File: src/rtl/lc3_pkg.sv
// Shared LC-3 definitions: memory-unit FSM states, MDR source selects, word width.
package lc3_pkg;

  localparam int LC3_WORD_W = 16;

  typedef enum logic [1:0] {
    MEM_IDLE    = 2'b00,
    MEM_RD_WAIT = 2'b01,
    MEM_WR_WAIT = 2'b10,
    MEM_DONE    = 2'b11
  } mem_state_t;

  localparam logic [1:0] SEL_MDR_BUS = 2'b00;
  localparam logic [1:0] SEL_MDR_MEM = 2'b01;
  localparam logic [1:0] SEL_MDR_SPC = 2'b11;

endpackage

File: src/rtl/lc3_sram.sv
// Single-port word RAM: write commits on the clock edge, read data is registered by the caller (MDR).
module lc3_sram
  import lc3_pkg::*;
#(
  parameter int ADDR_W = 8,
  parameter int DATA_W = LC3_WORD_W
) (
  input  logic              clk,
  input  logic              we,
  input  logic [ADDR_W-1:0] addr,
  input  logic [DATA_W-1:0] wdata,
  output logic [DATA_W-1:0] rdata
);

  logic [DATA_W-1:0] mem [0:(2**ADDR_W)-1];

  always_ff @(posedge clk) begin
    if (we) begin
      mem[addr] <= wdata;
    end
  end

  assign rdata = mem[addr];

endmodule

File: src/rtl/lc3_mem_unit.sv
// LC-3 memory responder: MAR/MDR, RAM and the R (mem_ready) handshake for the control FSM.
module lc3_mem_unit
  import lc3_pkg::*;
#(
  parameter int ADDR_W  = 8,
  parameter int MEM_LAT = 2
) (
  input  logic        clk,
  input  logic        reset,
  input  logic [15:0] bus_in,
  input  logic [15:0] mar_spc_in,
  input  logic [15:0] mdr_spc_in,
  input  logic        ld_mar,
  input  logic        ld_mar_spc,
  input  logic        ld_mdr,
  input  logic [1:0]  sel_mdr,
  input  logic        mem_we,
  input  logic        ena_mdr,
  output logic [15:0] bus_out,
  output logic        bus_drive,
  output logic        mem_ready,
  output logic [15:0] mar_q,
  output logic [15:0] mdr_q
);

  localparam logic [3:0] LAT_INIT = 4'(MEM_LAT - 1);

  mem_state_t  state, state_nxt;
  logic [3:0]  cnt, cnt_nxt;
  logic        op_wr, op_wr_nxt;
  logic [15:0] mar, mar_nxt;
  logic [15:0] mdr, mdr_nxt;
  logic        ready;
  logic        ram_we;
  logic [15:0] ram_rdata;
  logic        rd_req;
  logic        wr_req;

  assign rd_req = ld_mdr && (sel_mdr == SEL_MDR_MEM);
  assign wr_req = mem_we;

  lc3_sram #(
    .ADDR_W (ADDR_W),
    .DATA_W (LC3_WORD_W)
  ) u_sram (
    .clk   (clk),
    .we    (ram_we),
    .addr  (mar[ADDR_W-1:0]),
    .wdata (mdr),
    .rdata (ram_rdata)
  );

  always_comb begin
    state_nxt = state;
    cnt_nxt   = cnt;
    op_wr_nxt = op_wr;
    mar_nxt   = mar;
    mdr_nxt   = mdr;
    ram_we    = 1'b0;
    case (state)
      MEM_IDLE: begin
        if (ld_mar) begin
          mar_nxt = ld_mar_spc ? mar_spc_in : bus_in;
        end
        // Direct loads land on the accept edge, so a same-cycle access uses them.
        if (ld_mdr && (sel_mdr == SEL_MDR_BUS)) begin
          mdr_nxt = bus_in;
        end else if (ld_mdr && (sel_mdr == SEL_MDR_SPC)) begin
          mdr_nxt = mdr_spc_in;
        end
        if (wr_req) begin
          state_nxt = MEM_WR_WAIT;
          cnt_nxt   = LAT_INIT;
          op_wr_nxt = 1'b1;
        end else if (rd_req) begin
          state_nxt = MEM_RD_WAIT;
          cnt_nxt   = LAT_INIT;
          op_wr_nxt = 1'b0;
        end
      end
      MEM_RD_WAIT: begin
        if (cnt == 4'd0) begin
          mdr_nxt   = ram_rdata;
          state_nxt = MEM_DONE;
        end else begin
          cnt_nxt = cnt - 4'd1;
        end
      end
      MEM_WR_WAIT: begin
        if (cnt == 4'd0) begin
          ram_we    = !reset;
          state_nxt = MEM_DONE;
        end else begin
          cnt_nxt = cnt - 4'd1;
        end
      end
      MEM_DONE: begin
        // Hold R until the level-held request drops so it cannot re-issue.
        if (op_wr ? !wr_req : !rd_req) begin
          state_nxt = MEM_IDLE;
        end
      end
      default: state_nxt = MEM_IDLE;
    endcase
  end

  always_ff @(posedge clk) begin
    if (reset) begin
      state <= MEM_IDLE;
      cnt   <= 4'd0;
      op_wr <= 1'b0;
      mar   <= 16'h0000;
      mdr   <= 16'h0000;
      ready <= 1'b0;
    end else begin
      state <= state_nxt;
      cnt   <= cnt_nxt;
      op_wr <= op_wr_nxt;
      mar   <= mar_nxt;
      mdr   <= mdr_nxt;
      ready <= (state_nxt == MEM_DONE);
    end
  end

  assign bus_out   = ena_mdr ? mdr : 16'h0000;
  assign bus_drive = ena_mdr;
  assign mem_ready = ready;
  assign mar_q     = mar;
  assign mdr_q     = mdr;

endmodule

File: config.mk
export PLATFORM = sky130hd
export DESIGN_NAME = lc3_mem_unit
export DESIGN_NICKNAME = d
export VERILOG_FILES = /design/src/rtl/lc3_pkg.sv /design/src/rtl/lc3_sram.sv /design/src/rtl/lc3_mem_unit.sv
export SDC_FILE = /design/constraint.sdc
export NUM_CORES = 2
export LEC_CHECK = 0
export ABC_AREA = 0
export ABC_CLOCK_PERIOD_IN_PS = 4100
export CAP_MARGIN = 20
export CORE_UTILIZATION = 25
export CTS_BUF_LIST = sky130_fd_sc_hd__clkbuf_4 sky130_fd_sc_hd__clkbuf_8
export CTS_CLUSTER_SIZE = 8
export DETAILED_ROUTE_END_ITERATION = 6
export GPL_TIMING_DRIVEN = 1
export PLACE_DENSITY_LB_ADDON = 0.05
export SLEW_MARGIN = 20
export SYNTH_ARGS = -nofsm -noshare
export SYNTH_HDL_FRONTEND = slang
export SYNTH_SLANG_ARGS = --single-unit
export TNS_END_PERCENT = 30
File: constraint.sdc
create_clock -name clk -period 4.1 [get_ports clk]
set_input_delay 0.615 -clock clk [delete_from_list [all_inputs] [get_ports clk]]
set_output_delay 0.615 -clock clk [all_outputs]
set_load 0.02 [all_outputs]
==> metrics <==
Yosys warnings 0; Final Skew 89.3 ps; height of the die 798 µm; Post-Route WL 573000 µm; hold depth 3; Peak Freq 0.248 GHz; HP Start bus_in[2]; wire per inst 32.4 µm; LEAKAGE 60.1 nW; global-route wire length before repair 773000 µm; Final min period 4030 ps; Req. time, crit path 5280 ps; Port Buffers 106; CP Capture Type register; gpl congestion 0.783; slowest CP cell or4_1; Sink Count 4144; Post-synth top cells edfxtp_1 (4096), mux4_2 (895), mux2i_1 (335), nor2_1 (306), a22oi_1 (252); residual DRC count 0; I/O pins 107; max_slew headroom 27.9%; Post-DRT Antenna Nets 0; dpl hpwl 363000 µm; Pwr Density 629 mW/mm²; CTS clock-pin slew for the worst setup and hold paths 60 ps; vias per std cell 4.60; mux cell area share after synthesis 14.8%; chip width 798 µm; CTS tree yes; synthesized area 0.158 mm²; largest family of logic cells by synthesized area multiplexers; NumNets Final 8724; xor/xnor share of the synthesized area 0.0166%; CTS max path bufs 4; vias after detailed routing 81200; CP dominant cell by count buf_12; share of cells above drive strength 1 35.7%; Setup-failing EPs final 0; kind of critical path reg -> reg; Simple-Gate Fraction of Synth Area 1.61%; H-Tree Depth 6; DRT Pass-1 Iters 5; initial antenna violation count 51; syn_area_per_cell 21.8 µm²; grt ovf 0; vias in the first global route 86200; Critical Path Start Type register; post-synthesis sequential area ratio 78.2%; Compound-Gate Fraction of Synth Area 3.92%; number of flops mapped to enable cells by yosys 4096; Pwr Total 121 mW; Synth top area share 77.6%; RSZ-0062 raised after global routing false; r2r endpoint mdr_q[15]; crit-path max FO 17; CP arrival 5220 ps; status finished clean; max incr delay on CP 620 ps; Adder-Cell Fraction of Synth Area 0.0395%; asr flop ratio synth 0%; Peak supply drop 0.000541 V; TritonCTS buffer count 763; fin crit share 98.4%; R2R Setup Slk 70 ps; Final Hold Fails 0; core area 0.632 mm²; Main synth FF type edfxtp_1; R2R cell count 12; Syn Inst Count 7252; largest net degree at the start of global routing 154; Worst Tran Pin Value 1080 ps; flops & latches, synth 4144; post-synthesis net count 7314; die area 0.637 mm²; Rows 292; Final Max Tran Viols 0; Synth cell types 54; initial core utilization 25.1%; Tot GR Track Use 17.6%; max cap viols 0; Root Driver clkbuf_8; area grow syn2layout 21.4%; area leader, netlist edfxtp_1; clk_lat worst skew 1310 ps; Setup TNS 0 ps; top-count cell post-synth edfxtp_1; top post-synthesis cells by area edfxtp_1 (78%), mux4_2 (13%), mux2i_1 (2.1%); crit-path cells buf_12 > buf_12 > buf_12 > buf_12 > mux4_2 > a22oi_1 > a21oi_1 > or4_1 > buf_12 > a21oi_1 > buf_4 > o221ai_1; DRT iter0 DRCs 6505; Hold Crit Class in -> reg
## cells by family after synthesis
group                    count (synthesis)
flip-flops                            4144
multiplexers                          1230
AO/OA/AOI/OAI                          848
AND/OR/NAND/NOR                        571
buffers and inverters                  451
adder cells (fa/ha/maj)                  5
XOR/XNOR                                 3
## layout by cell type, fill, tap and decap left out, drive strengths merged, types with 18 or more instances in the layout
cell type,instances
edfxtp,4096
clkbuf,1085
buf,960
mux4,895
mux2i,335
nor2,306
a22oi,252
clkinv,236
a21oi,113
nand2,109
clkdlybuf4s50,104
a221oi,89
o221ai,87
o21ai,69
a31oi,54
dfxtp,48
inv,41
a22o,39
a211oi,33
nor2b,32
diode,27
and2,26
o311ai,22
dlygate4sd3,19
o22ai,18
## how the worst max path moves through the flow
stage	slack (ps)	cells after the start	start	to
final	70	12	register	mdr_q[15]
after CTS	-110	2	mdr_q[5]	bus_out[5]
after global routing	2	13	register	mdr_q[14]
after detailed placement	-550	11	sel_mdr[0]	mdr_q[7]
after floorplan	1030	1	mdr_q[0]	bus_out[0]
after global placement	-560	10	ld_mdr	mdr_q[7]
## per-layer routing
layer / part of all wire [%] / vias to the layer above / global-route usage (%)
met3: 3.7 / 766 / 2.29
met1: 45 / 44700 / 24.2
met5: 0.012 / - / 0
met2: 49 / 1884 / 29.7
li1: - / 33900 / -
met4: 2.2 / 8 / 3.89
## worst max-delay path: cells and delay by family (launching register included)
kind                   cells  cell delay, ps
AOI/OAI and AO/OA          4            1150
DFF                        1             360
muxes                      1             550
and+or+nand+nor            1             620
buffers and inverters      6            1120
## per-stage QoR
step | setup slack (ps) | cells | cell area (µm²) | util (%) | hold WS (ps)
detailed placement | -553 | 16200 | 177000 | 28.1 | 499
CTS | -111 | 17600 | 192000 | 30.4 | 22.8
global route | 1.95 | 17700 | 192000 | 30.4 | 108
global placement | -564 | 16200 | 177000 | 28.1 | 489
finish | 66.0 | 17700 | 192000 | 30.5 | 179
floorplan | 1030 | 7252 | 158000 | - | 482
## flip-flops by register name, indices dropped and copies added, names as in the netlist, named ones only
register    flops
cnt             4
mar_q          16
mdr_q          16
mem_ready       1
op_wr           1
state           2
u_sram.mem   4096
## power by group
part / internal, mW / switching [mW]
registers: 52.1 / 1.39
clock network: 20.8 / 18.1
logic: 9.06 / 19.6
## timing repair
| action | 4_1_cts | 5_1_grt |
|---|---|---|
| setup endpoints to repair | 14 | 1 |
| gates resized for setup | 7 | 1 |
| hold buffers | 19 | 0 |
| endpoints found under the hold margin | 21 | 0 |
| buffers inserted | 7 | 0 |
## cell type report
cell class | instances | area (µm²)
antenna | 27 | 67.6
fill | 61200 | 439000
clock inverter | 286 | 1730
clock buffer | 1085 | 13000
sequential | 4144 | 124000
multi-input combinational | 2657 | 33000
inverter | 12 | 45.0
timing repair buffer | 1084 | 9970
tap | 8379 | 10500
Note: power is estimated with default switching activity, not from simulation.
